## config.mk

```make
export PLATFORM = sky130hd
export DESIGN_NAME = keypad_scan_fifo
export DESIGN_NICKNAME = d
export VERILOG_FILES = /design/src/rtl/keypad_scan_fifo.sv
export SDC_FILE = /design/constraint.sdc
export NUM_CORES = 1
export LEC_CHECK = 0
export CAP_MARGIN = 0
export CORE_ASPECT_RATIO = 1.75
export CORE_UTILIZATION = 55
export CTS_CLUSTER_SIZE = 40
export DETAILED_ROUTE_END_ITERATION = 6
export GPL_ROUTABILITY_DRIVEN = 0
export PLACE_DENSITY_LB_ADDON = 0.05
export SLEW_MARGIN = 5
export SYNTH_ARGS = -nofsm -noshare
export SYNTH_HDL_FRONTEND = slang
export SYNTH_SLANG_ARGS = --single-unit
```

## constraint.sdc

```tcl
create_clock -name clk -period 2.3 [get_ports clk]
set_input_delay 0.345 -clock clk [delete_from_list [all_inputs] [get_ports clk]]
set_output_delay 0.345 -clock clk [all_outputs]
set_load 0.03 [all_outputs]
```

## src/rtl/keypad_scan_fifo.sv

```systemverilog
// 4x4 matrix keypad scanner with press/release debouncing and a small code FIFO
// that the bus decoder reads as a status word or as the head key code.
module keypad_scan_fifo #(
  parameter int unsigned SCAN_DIV        = 50000,
  parameter int unsigned DEBOUNCE_CYCLES = 500000,
  parameter int unsigned FIFO_DEPTH      = 4
) (
  input  logic       clk,
  input  logic       rst,
  output logic [3:0] rowwrite,
  input  logic [3:0] colread,
  input  logic       ack,
  input  logic       statusordata,
  output logic [3:0] keyout
);

  localparam int unsigned SW = $clog2(SCAN_DIV);
  localparam int unsigned DW = $clog2(DEBOUNCE_CYCLES + 1);
  localparam int unsigned AW = $clog2(FIFO_DEPTH);

  localparam logic [SW-1:0] SCAN_LAST = SW'(SCAN_DIV - 1);
  localparam logic [DW-1:0] DB_LAST   = DW'(DEBOUNCE_CYCLES - 1);
  localparam logic [AW:0]   FULL_CNT  = (AW+1)'(FIFO_DEPTH);
  localparam logic [AW:0]   CNT_ONE   = (AW+1)'(1);
  localparam logic [AW-1:0] PTR_ONE   = AW'(1);

  typedef enum logic [1:0] {SCAN, DB_PRESS, PUSH, WAIT_REL} state_t;

  state_t        state;
  logic [1:0]    row_idx;
  logic [1:0]    next_row;
  logic [SW-1:0] scan_cnt;
  logic [DW-1:0] db_cnt;
  logic [3:0]    col_s1;
  logic [3:0]    col_s2;
  logic [3:0]    key_pat;
  logic [3:0]    key_latched;
  logic [1:0]    low_col;

  logic [3:0]    mem [FIFO_DEPTH];
  logic [AW-1:0] wr_ptr;
  logic [AW-1:0] rd_ptr;
  logic [AW:0]   count;
  logic          overflow;
  logic          ack_d;
  logic          full;
  logic          not_empty;
  logic          pop;
  logic          push_req;
  logic          do_push;

  function automatic logic [3:0] key_code(input logic [1:0] r, input logic [1:0] c);
    logic [3:0] code;
    case ({r, c})
      4'h0: code = 4'h1;  4'h1: code = 4'h2;  4'h2: code = 4'h3;  4'h3: code = 4'hA;
      4'h4: code = 4'h4;  4'h5: code = 4'h5;  4'h6: code = 4'h6;  4'h7: code = 4'hB;
      4'h8: code = 4'h7;  4'h9: code = 4'h8;  4'hA: code = 4'h9;  4'hB: code = 4'hC;
      4'hC: code = 4'hE;  4'hD: code = 4'h0;  4'hE: code = 4'hF;  default: code = 4'hD;
    endcase
    return code;
  endfunction

  always_comb begin
    next_row = row_idx + 2'd1;
    low_col  = 2'd3;
    if (!col_s2[0])      low_col = 2'd0;
    else if (!col_s2[1]) low_col = 2'd1;
    else if (!col_s2[2]) low_col = 2'd2;
  end

  always_ff @(posedge clk) begin
    if (rst) begin
      state       <= SCAN;
      row_idx     <= '0;
      rowwrite    <= 4'b1110;
      scan_cnt    <= '0;
      db_cnt      <= '0;
      col_s1      <= '1;
      col_s2      <= '1;
      key_pat     <= '1;
      key_latched <= '0;
    end else begin
      col_s1 <= colread;
      col_s2 <= col_s1;
      case (state)
        SCAN: begin
          if (scan_cnt == SCAN_LAST) begin
            scan_cnt <= '0;
            if (col_s2 != 4'hF) begin
              key_pat     <= col_s2;
              key_latched <= key_code(row_idx, low_col);
              db_cnt      <= '0;
              state       <= DB_PRESS;
            end else begin
              row_idx  <= next_row;
              rowwrite <= ~(4'b0001 << next_row);
            end
          end else begin
            scan_cnt <= scan_cnt + SW'(1);
          end
        end
        DB_PRESS: begin
          if (col_s2 != key_pat) begin
            row_idx  <= next_row;
            rowwrite <= ~(4'b0001 << next_row);
            scan_cnt <= '0;
            state    <= SCAN;
          end else if (db_cnt == DB_LAST) begin
            state <= PUSH;
          end else begin
            db_cnt <= db_cnt + DW'(1);
          end
        end
        PUSH: begin
          db_cnt <= '0;
          state  <= WAIT_REL;
        end
        WAIT_REL: begin
          // any closed contact restarts the release window
          if (col_s2 != 4'hF) begin
            db_cnt <= '0;
          end else if (db_cnt == DB_LAST) begin
            db_cnt   <= '0;
            row_idx  <= next_row;
            rowwrite <= ~(4'b0001 << next_row);
            scan_cnt <= '0;
            state    <= SCAN;
          end else begin
            db_cnt <= db_cnt + DW'(1);
          end
        end
        default: state <= SCAN;
      endcase
    end
  end

  always_comb begin
    full      = (count == FULL_CNT);
    not_empty = (count != '0);
    pop       = ack & ~ack_d & not_empty;
    push_req  = (state == PUSH);
    // a pop in the same cycle frees the slot a full-FIFO push needs
    do_push   = push_req & (~full | pop);
  end

  always_ff @(posedge clk) begin
    if (rst) begin
      wr_ptr   <= '0;
      rd_ptr   <= '0;
      count    <= '0;
      overflow <= 1'b0;
      ack_d    <= 1'b0;
    end else begin
      ack_d <= ack;
      if (do_push) wr_ptr <= wr_ptr + PTR_ONE;
      if (pop)     rd_ptr <= rd_ptr + PTR_ONE;
      case ({do_push, pop})
        2'b10:   count <= count + CNT_ONE;
        2'b01:   count <= count - CNT_ONE;
        default: count <= count;
      endcase
      if (pop)                   overflow <= 1'b0;
      else if (push_req && full) overflow <= 1'b1;
    end
  end

  always_ff @(posedge clk) begin
    if (do_push) mem[wr_ptr] <= key_latched;
  end

  always_comb begin
    if (statusordata)   keyout = {overflow, full, 1'b0, not_empty};
    else if (not_empty) keyout = mem[rd_ptr];
    else                keyout = 4'h0;
  end

endmodule
```

---- Yosys cells after proc, flatten, opt, wreduce, memory -nomap -nowiden ----
Memory sizes are Yosys's and may differ from the RTL's. A register that Yosys moved wholly into a read port is not among the register bits.
Index checks and enable logic that the tools add are counted.
storage, ports and cells
  memory bits (read-only) ................. 64
  flip-flop bits (word level) ............. 64
  logic and storage cells ................. 101
  output and inout port bits .............. 8
  bits in writable memories ............... 16
  input port bits ......................... 8
  memories kept ........................... 2
memory list
  memory           depth  width  read ports  clocked after memory_dff  write ports  line  source
  (no name shown)  16     4      1           1                         0            54    case ({r, c})
  mem              4      4      1           1                         1            40    logic [3:0] mem [FIFO_DEPTH];
operators by class
  bitwise operators ....................... 7
  reductions and logical operators ........ 11
  add/sub/neg operators ................... 7
  shift operators ......................... 1
  equal/unequal tests ..................... 19
  multiplexer cells ....................... 41
operators by type and width
  operator                 number
  $mux W19                 6
  $pmux W19 S4             1
  $mux W16                 4
  $pmux W16 S3             1
  $mux W2                  15
  $mux W4                  7
  $add A19 B1 Y19 const B  1
  $eq A19 B19 Y1 const B   1
  $add A16 B1 Y16 const B  1
  $eq A16 B16 Y1 const B   1
  $ne A2 B2 Y1 const B     8
  $pmux W4 S3              1
  $pmux W2 S4              1
  $reduce_and A4 Y1        2
  $add A2 B1 Y2 const B    3
  $eq A2 B2 Y1 const B     3
  $pmux W2 S3              1
  $pmux W3 S2              1
  $reduce_and A6 Y1        1
  $reduce_bool A3 Y1       2
  $reduce_and A5 Y1        1
  $eq A2 B1 Y1 const B     2
  $ne A4 B4 Y1             1
  $ne A4 B4 Y1 const B     1
  other kinds (15)         20

---- Longest topological paths before layout ----
Gate-level depths: netlist (run 1).
  word-level depth ........................ 7
  gate-level depth with buffers ........... 9
  depth with buffers taken out ............ 8

---- Worst setup path before layout (run 1) ----
OpenSTA, ideal clock, no wires.
  path type ............................... flip-flop to flip-flop
  start ................................... register db_cnt[0]
  end ..................................... register db_cnt[17]
  period minus slack after synthesis ...... 2264 ps
  cell stages (with the launch flop) ...... 9
  data required time ...................... 2230 ps
  library setup time ...................... 70 ps
  path buffers ............................ 1
  slack ................................... 36 ps
  arrival ................................. 2194 ps
  path through ............................ dfxtp_1 ha_1 and4_1 nand3_1 or4_4 a311oi_2 buf_4 o2bb2a_4 a21oi_1
on the way
  cells in the longest elaborated chain, start to end .. 4
  elaborated cells between the ends (all ways) .. 9
  classes of those cells .................. add/sub (1); eq/ne (2); mux (5); reduce/logical (1)
RTL lines
  item                                                      line      source
  from (decl)                                               33        logic [DW-1:0] db_cnt;
  from (signal assigned)                                    111       db_cnt <= db_cnt + DW'(1);
  from (signal assigned)                                    129       db_cnt <= db_cnt + DW'(1);
  $add A19 B1 Y19 / $eq A19 B19 Y1 (equally long branches)  --
  $mux W19, on equally long branches                        122, 108
  $mux W19, on equally long branches                        120, 103
  $pmux W19 S4                                              85        case (state)
Several ways; a longest one is shown, not always the timed one. The select of a mux whose other input is x is not followed.
A chain may end at the register's enable or synchronous reset.

---- Final worst setup path (run 1) ----
  start ................................... register db_cnt[1]
  end ..................................... register db_cnt[8]
The elaborated chain is that of the path after synthesis.

==> impl_summary.txt, run 1 <==
----------------------------------------------------
[Outcome]
  Run status ... finished clean

[Yosys]
  Async set-reset flop share out of synthesis ... 0%
  Cell type with the largest total area after synthesis ... sky130_fd_sc_hd__dfxtp_1
  Syn nets ... ~460
  Share of the synthesized area in the top cell type ... 34.1%
  Synthesized area ... between 4000 and 5000 um^2
  Synthesized netlist cell count ... ~430
  Count of state elements after synthesis ... 86
  Average instance area after synthesis ... 9.54 um^2
  Most area-consuming cells after synthesis ... sky130_fd_sc_hd__dfxtp_1, sky130_fd_sc_hd__edfxtp_1, sky130_fd_sc_hd__ha_1
  Count of different cell masters after synthesis ... 56
  Register area share after synthesis ... a little under half
  Post-synth top flop ... sky130_fd_sc_hd__dfxtp_1
  EDFF count, synth ... 16
  Total number of yosys warnings ... 0
  Top cells by count, synth ... sky130_fd_sc_hd__dfxtp_1, sky130_fd_sc_hd__nor2_1, sky130_fd_sc_hd__a21oi_1, sky130_fd_sc_hd__nand2_1, sky130_fd_sc_hd__edfxtp_1
  Top-count cell post-synth ... sky130_fd_sc_hd__dfxtp_1

[Clock network]
  Buffers from clock root to sink, at most ... 2
  Post-CTS Hold Buffers ... 0
  Number of buffers created by CTS ... 9
  Number of clock sinks seen by CTS ... between 80 and 90
  CTS clock-pin slew for the worst setup and hold paths ... around 60 ps
  Latest clock arrival within the worst-skew pair ... roughly 340 ps
  Clock Tree Root ... sky130_fd_sc_hd__clkbuf_16
  Clock tree from TritonCTS ... built
  H-tree levels ... 3

[Timing]
  Final setup fails ... 0
  Final Hold Viols ... 0
  Final-layout worst hold slack ... between 400 and 500 ps
  Worst slew margin ... roughly 64%
  Unrepaired setup endpoints after global routing ... true
  Share of the cycle needed by the critical path after routing ... a little over nine tenths
  Fmax ... 447 MHz
  Fin. max-slew vios ... 0
  Worst slew pin tran ... between 500 and 600 ps
  Minimum clock period ... roughly 2200 ps
  Clock Skews ... approximately 5.3 ps

[Layout]
  Fraction of final layout cells with drive strength greater than 1 ... between 10% and 20%
  Multi-input logic area ... between 2000 and 2500 um^2
  Number of antenna cells inserted ... 0
  Post-route cell area ... slightly below 5000 um^2
  Sequential cell area ... 1890 um^2
  Final net count ... about 500
  Area added between synthesis and finish ... 19.8%
  Filler Cell Count ... a little over 600

[GRT]
  First-pass GRT wire length ... approximately 14,000 um
  Maximum number of pins on one net before global-route repair ... 20
  Number of antenna violations at the first check in global routing ... 0
  Vias in the first global route ... between 3,000 and 4,000
  Total gr overflow ... 0
  Global-route total usage across every layer ... a little under a quarter

[Critical path]
  Category of the critical setup timing path ... reg2reg
  Chain of cells forming the critical path ... ha_4, and4_4, nand3_2, or4_4, a311oi_4, buf_6, clkbuf_16, o211ai_1, o31ai_1
  Startpoint kind of the worst setup timing path ... flop
  R2R depth ... 9
  Cell family with most CP delay ... simple AND/OR/NAND/NOR gates
  Flop-to-flop setup slack ... approximately 61 ps
  Data required time at the worst endpoint ... about 2600 ps
  Peak per-stage delay on the critical path ... just over 500 ps
  Slowest-stage cell, CP ... sky130_fd_sc_hd__or4_4
  Crit Reg-Reg Startpoint ... db_cnt[1]
  Number of buffer and inverter stages on the critical path ... 2
  WP data arrival ... around 2500 ps
  Capture point of the worst reg-to-reg path ... db_cnt[8]
  Max FO, Critical Path ... 7
  Type of element capturing the critical path ... flop

[Hold path]
  Hold path startpoint ... col_s1[2]
  Hold-critical path depth ... 1
  Hold Path Class ... reg2reg
  Hold Path Sink ... col_s2[2]

[Routing]
  Overall via count from detail_route ... ~3,300
  Vias per std cell ... roughly 5.8
  Number of DRC violations after detailed-routing iteration 0 ... 180
  DR WL/cell ... about 15 um
  Length of the first detailed-routing pass in iterations ... 4
  Drt total wl ... approximately 8600 um
  DRC ... 0
  Antenna Nets Post-Route ... 0

[Power and ir drop]
  Final total power ... approximately 3.3 mW
  Part of the power in the clock network ... 40.0%
  Net switching share of the total power ... ~26%
  Worst supply voltage drop on vdd ... around 0.46 mV
  Leakage component of the power ... 1.78 nW
  Sequential share of power ... between 40% and 50%
  Internal portion of total power ... ~2.5 mW
  Logic gate share of total power ... between 10% and 20%
  NetSw ... around 860 uW
  PwrDens ... around 680 nW/um^2

[Placement]
  Port Buffer Count ... 15
  Placement Cell Area ... between 4000 and 5000 um^2
  HPWL reported at the end of detailed placement ... between 6000 and 7000 um

[Die]
  Placeable Area ... approximately 7200 um^2
  Row count ... a little over 40
  Y dimension of the die ... 116 um
  Effective utilization at floorplan ... between 50 and 60%
  Horizontal die dimension ... ~67 um
  Area enclosed by the die boundary ... between 7000 and 8000 um^2
  Ports placed on the boundary ... 16

[Run]
  Number of maximum-capacitance constraint violations ... 0

----------------------------------------------------
==> placed cells by master, fill, tap and decap left out, types with 4 or more instances in the layout <==
| cell | n |
|---|---|
| sky130_fd_sc_hd__nand2_1 | 22 |
| sky130_fd_sc_hd__nand2b_1 | 6 |
| sky130_fd_sc_hd__nand4_1 | 7 |
| sky130_fd_sc_hd__or2_2 | 9 |
| sky130_fd_sc_hd__dlygate4sd2_1 | 4 |
| sky130_fd_sc_hd__and2_1 | 8 |
| sky130_fd_sc_hd__clkdlybuf4s50_1 | 11 |
| sky130_fd_sc_hd__o211ai_1 | 15 |
| sky130_fd_sc_hd__a211oi_1 | 6 |
| sky130_fd_sc_hd__nor2b_1 | 5 |
| sky130_fd_sc_hd__inv_1 | 13 |
| sky130_fd_sc_hd__buf_4 | 35 |
| sky130_fd_sc_hd__ha_1 | 14 |
| sky130_fd_sc_hd__nand3_1 | 12 |
| sky130_fd_sc_hd__clkbuf_16 | 10 |
| sky130_fd_sc_hd__dfxtp_1 | 67 |
| sky130_fd_sc_hd__and3_1 | 11 |
| sky130_fd_sc_hd__nor3_1 | 10 |
| sky130_fd_sc_hd__o21ai_0 | 14 |
| sky130_fd_sc_hd__a31oi_1 | 8 |
| sky130_fd_sc_hd__o31ai_1 | 8 |
| sky130_fd_sc_hd__mux4_2 | 4 |
| sky130_fd_sc_hd__nor2_1 | 46 |
| sky130_fd_sc_hd__mux2i_1 | 9 |
| sky130_fd_sc_hd__xor2_1 | 9 |
| sky130_fd_sc_hd__a21oi_1 | 24 |
| sky130_fd_sc_hd__xnor2_1 | 7 |
| sky130_fd_sc_hd__or3_1 | 8 |
| sky130_fd_sc_hd__edfxtp_1 | 16 |
==> repair_timing <==
| action | in CTS | in global routing |
|---|---|---|
| cloned | 1 | 1 |
| resized for setup | 9 | 11 |
| setup endpoints to repair | 15 | 26 |
| pin swaps | 2 | 13 |
| setup buffers | 0 | 2 |
==> worst max-delay path by stage <==
stage                 start          to  slack [ps]  cells past startpoint
2_1_floorplan     db_cnt[0]  db_cnt[17]          40                      8
3_3_place_gp   scan_cnt[12]   db_cnt[1]          10                      7
3_5_place_dp      db_cnt[0]   db_cnt[5]         -10                      9
4_1_cts           db_cnt[0]   db_cnt[5]          50                      9
5_1_grt           db_cnt[1]  db_cnt[13]         -20                      9
6_report          db_cnt[1]   db_cnt[8]          60                      9
==> power groups by stage <==
stage               sequential (mW)  clock [mW]  combinational, mW
finish                         1.61        1.34              0.397
floorplan                      1.63           0              0.270
global route                   1.61        1.42              0.430
CTS                            1.61        1.36              0.398
global placement               1.64           0              0.409
detailed placement             1.64           0              0.416
==> metal layers <==
metal  wire, um  track usage (%)  part of all wire [%]  vias up
met2       4780             44.2                    56       38
met3        192             4.79                   2.2       13
met1       3450             24.1                    40     1554
met5          0                0                     0        -
li1           -                -                     -     1657
met4        184             10.2                   2.1        0
==> stage by stage <==
stage	setup TNS, ps	instances	util, %	worst slack (ps)
2_1_floorplan	0	431	-	35.6
3_3_place_gp	0	543	62.8	11.7
3_5_place_dp	-50.5	543	62.8	-14.9
4_1_cts	0	560	66.9	53.7
5_1_grt	-49.1	563	68.1	-17.3
6_report	0	563	68.1	61.2
==> layout make-up <==
cell class,count,share of cell area [%]
well taps,86,2.18
clock buffers,10,4.65
clock inverters,6,0.940
inverters,13,0.990
repair buffers,54,9.52
flip-flops and latches,86,38.3
multi-input cells,308,43.4
==> flip-flops by register name, summed over array words and instances (netlist names), named ones only <==
signal       cells
state            1
mem             16
overflow         1
key_latched      4
wr_ptr           2
rowwrite         4
col_s1           4
ack_d            1
row_idx          2
rd_ptr           2
col_s2           4
scan_cnt        16
key_pat          4
db_cnt          19
count            3
==> cell families after synthesis <==
logic type / Yosys count / synth area share (%)
AOI/OAI and AO/OA: 97 / 15.9
DFF: 86 / 45.8
and+or+nand+nor: 165 / 21.5
xor gates and xnor gates: 16 / 3.41
muxes: 14 / 4.65
adders and majority gates: 16 / 5.05
buffers and inverters: 37 / 3.68
==> worst register-to-register path, delay by kind of cell (launching register included) <==
family	cells	cell delay, ps
flops	1	350
simple gates	3	790
buf+inv	2	350
compound gates	3	520
fa+ha+maj	1	140
Power figures use the tool's default switching activity.
==> run 2: changes to the inputs <==
--- a/config.mk
+++ b/config.mk
@@ -11,6 +11,7 @@
 export CTS_CLUSTER_SIZE = 40
 export DETAILED_ROUTE_END_ITERATION = 6
 export GPL_ROUTABILITY_DRIVEN = 0
+export MAX_ROUTING_LAYER = met4
 export PLACE_DENSITY_LB_ADDON = 0.05
 export SLEW_MARGIN = 5
 export SYNTH_ARGS = -nofsm -noshare
==> impl_summary.txt, run 2 (synthesized netlist as in run 1, its figures left out) <==
----------------------------------------------------
[Layout]
  Filler Cell Count ... slightly above 600
  Flip-flop count of the largest register after layout ... 19
  Most flops, register ... db_cnt
  Multi-input logic area ... 2140 um^2
  Fraction of final layout cells with drive strength greater than 1 ... 17.8%
  Final net count ... slightly below 500
  Largest registers in the final layout ... db_cnt x19, mem x16, scan_cnt x16
  Area added between synthesis and finish ... 19.8%
  Most frequent standard cell in the layout excluding fill and tap cells ... sky130_fd_sc_hd__dfxtp_1
  Commonest cells after routing, fill and taps aside ... sky130_fd_sc_hd__dfxtp_1, sky130_fd_sc_hd__nor2_1, sky130_fd_sc_hd__buf_4, sky130_fd_sc_hd__a21oi_1, sky130_fd_sc_hd__nand2_1
  Sequential cell area ... between 1500 and 2000 um^2
  Core Util, Final ... 68.1%
  Number of antenna cells inserted ... 0

[GRT]
  Global-route total usage across every layer ... 24.3%
  Vias in the first global route ... around 3,000
  Number of antenna violations at the first check in global routing ... 0
  Total gr overflow ... 0
  First-pass GRT wire length ... between 10,000 and 15,000 um
  Maximum number of pins on one net before global-route repair ... 20

[Timing]
  Share of the cycle needed by the critical path after routing ... between 90 and 100%
  Final setup fails ... 0
  Clock Skews ... between 5 and 6 ps
  Fmax ... between 400 and 500 MHz
  Unrepaired setup endpoints after global routing ... true
  Minimum clock period ... 2240 ps
  Fin. max-slew vios ... 0
  Worst slew pin tran ... between 500 and 600 ps
  Final Hold Viols ... 0
  Worst slew margin ... between 60% and 70%
  Post-route setup TNS ... 0 ps

[Die]
  Area enclosed by the die boundary ... around 7800 um^2
  Row count ... 41
  Placeable Area ... approximately 7200 um^2
  Horizontal die dimension ... about 67 um
  Ports placed on the boundary ... 16
  Effective utilization at floorplan ... between 50% and 60%
  Y dimension of the die ... 116 um

[Clock network]
  Clock Tree Root ... sky130_fd_sc_hd__clkbuf_16
  H-tree levels ... 3
  Post-CTS Hold Buffers ... 0
  CTS clock-pin slew for the worst setup and hold paths ... roughly 60 ps
  Number of buffers created by CTS ... 9
  Number of clock sinks seen by CTS ... 86
  Clock tree from TritonCTS ... built
  Buffers from clock root to sink, at most ... 2
  Latest clock arrival within the worst-skew pair ... about 340 ps

[Critical path]
  R2R depth ... 9
  WP data arrival ... between 2000 and 2500 ps
  Data required time at the worst endpoint ... around 2600 ps
  Category of the critical setup timing path ... reg2reg
  Max FO, Critical Path ... 7
  Startpoint kind of the worst setup timing path ... flop
  Type of element capturing the critical path ... flop

[Hold path]
  Hold-critical path depth ... 1
  Hold Path Class ... reg2reg

[Routing]
  Vias per std cell ... a little under 6
  DR WL/cell ... approximately 15 um
  DRC ... 0
  Overall via count from detail_route ... about 3,200
  Length of the first detailed-routing pass in iterations ... 4
  Number of DRC violations after detailed-routing iteration 0 ... around 180
  Drt total wl ... roughly 8600 um
  Antenna Nets Post-Route ... 0

[Run]
  Number of maximum-capacitance constraint violations ... 0

[Placement]
  HPWL reported at the end of detailed placement ... approximately 6200 um
  Port Buffer Count ... 15

[Power and ir drop]
  Leakage component of the power ... ~1.8 nW
  Worst supply voltage drop on vdd ... between 0.4 and 0.5 mV
  PwrDens ... about 680 nW/um^2

[Outcome]
  Run status ... finished clean

----------------------------------------------------
-- run 2: cell type report --
type                    count  area share (%)
multi-input cells         308            43.4
flip-flops and latches     86            38.3
clock inverters             6           0.940
well taps                  86            2.18
inverters                  13           0.990
clock buffers              10            4.65
repair buffers             54            9.52
-- run 2: worst paths after layout --
kind	from	endpoint	slack, ps
min reg2reg	col_s1[2]	col_s2[2]	410
min	col_s1[2]	col_s2[2]	410
max	db_cnt[1]	db_cnt[13]	60
max reg2reg	db_cnt[1]	db_cnt[13]	60
-- run 2: repair_timing --
action,CTS,global route
resized for setup,9,11
gates cloned,1,1
setup endpoints to repair,15,27
setup buffers,0,2
pin swaps,2,13
-- run 2: stage by stage --
step                hold slack, ps  area, um^2  power, mW  instances  setup slack [ps]
detailed placement             392        4540       2.06        543             -14.9
floorplan                      389        4110       1.90        431              35.6
finish                         407        4930       3.34        563              59.8
global route                   430        4930       3.46        563             -17.4
global placement               391        4540       2.05        543              11.7
CTS                            407        4840       3.37        560              53.7
-- run 2: critical path, cell delays in order (launching register included) --
cell,delay (ps)
sky130_fd_sc_hd__dfxtp_2,350
sky130_fd_sc_hd__ha_4,140
sky130_fd_sc_hd__and4_4,210
sky130_fd_sc_hd__nand3_2,70
sky130_fd_sc_hd__or4_4,510
sky130_fd_sc_hd__a311oi_4,360
sky130_fd_sc_hd__buf_6,200
sky130_fd_sc_hd__clkbuf_16,150
sky130_fd_sc_hd__o211ai_1,80
sky130_fd_sc_hd__o31ai_1,80
-- run 2: metal layers --
layer	part of all wire [%]	up-vias	global-route usage, %	wire length, um
li1	-	1655	-	-
met1	40	1539	24.4	3490
met2	55	38	44.1	4750
met3	2.2	14	3.91	190
met4	2.1	0	11.5	181
met5	0	-	-	0
-- run 2: power by group --
part	total [mW]	switching [mW]	internal, mW
sequential	1.61	0.0404	1.57
clock	1.33	0.592	0.739
combinational	0.396	0.220	0.176
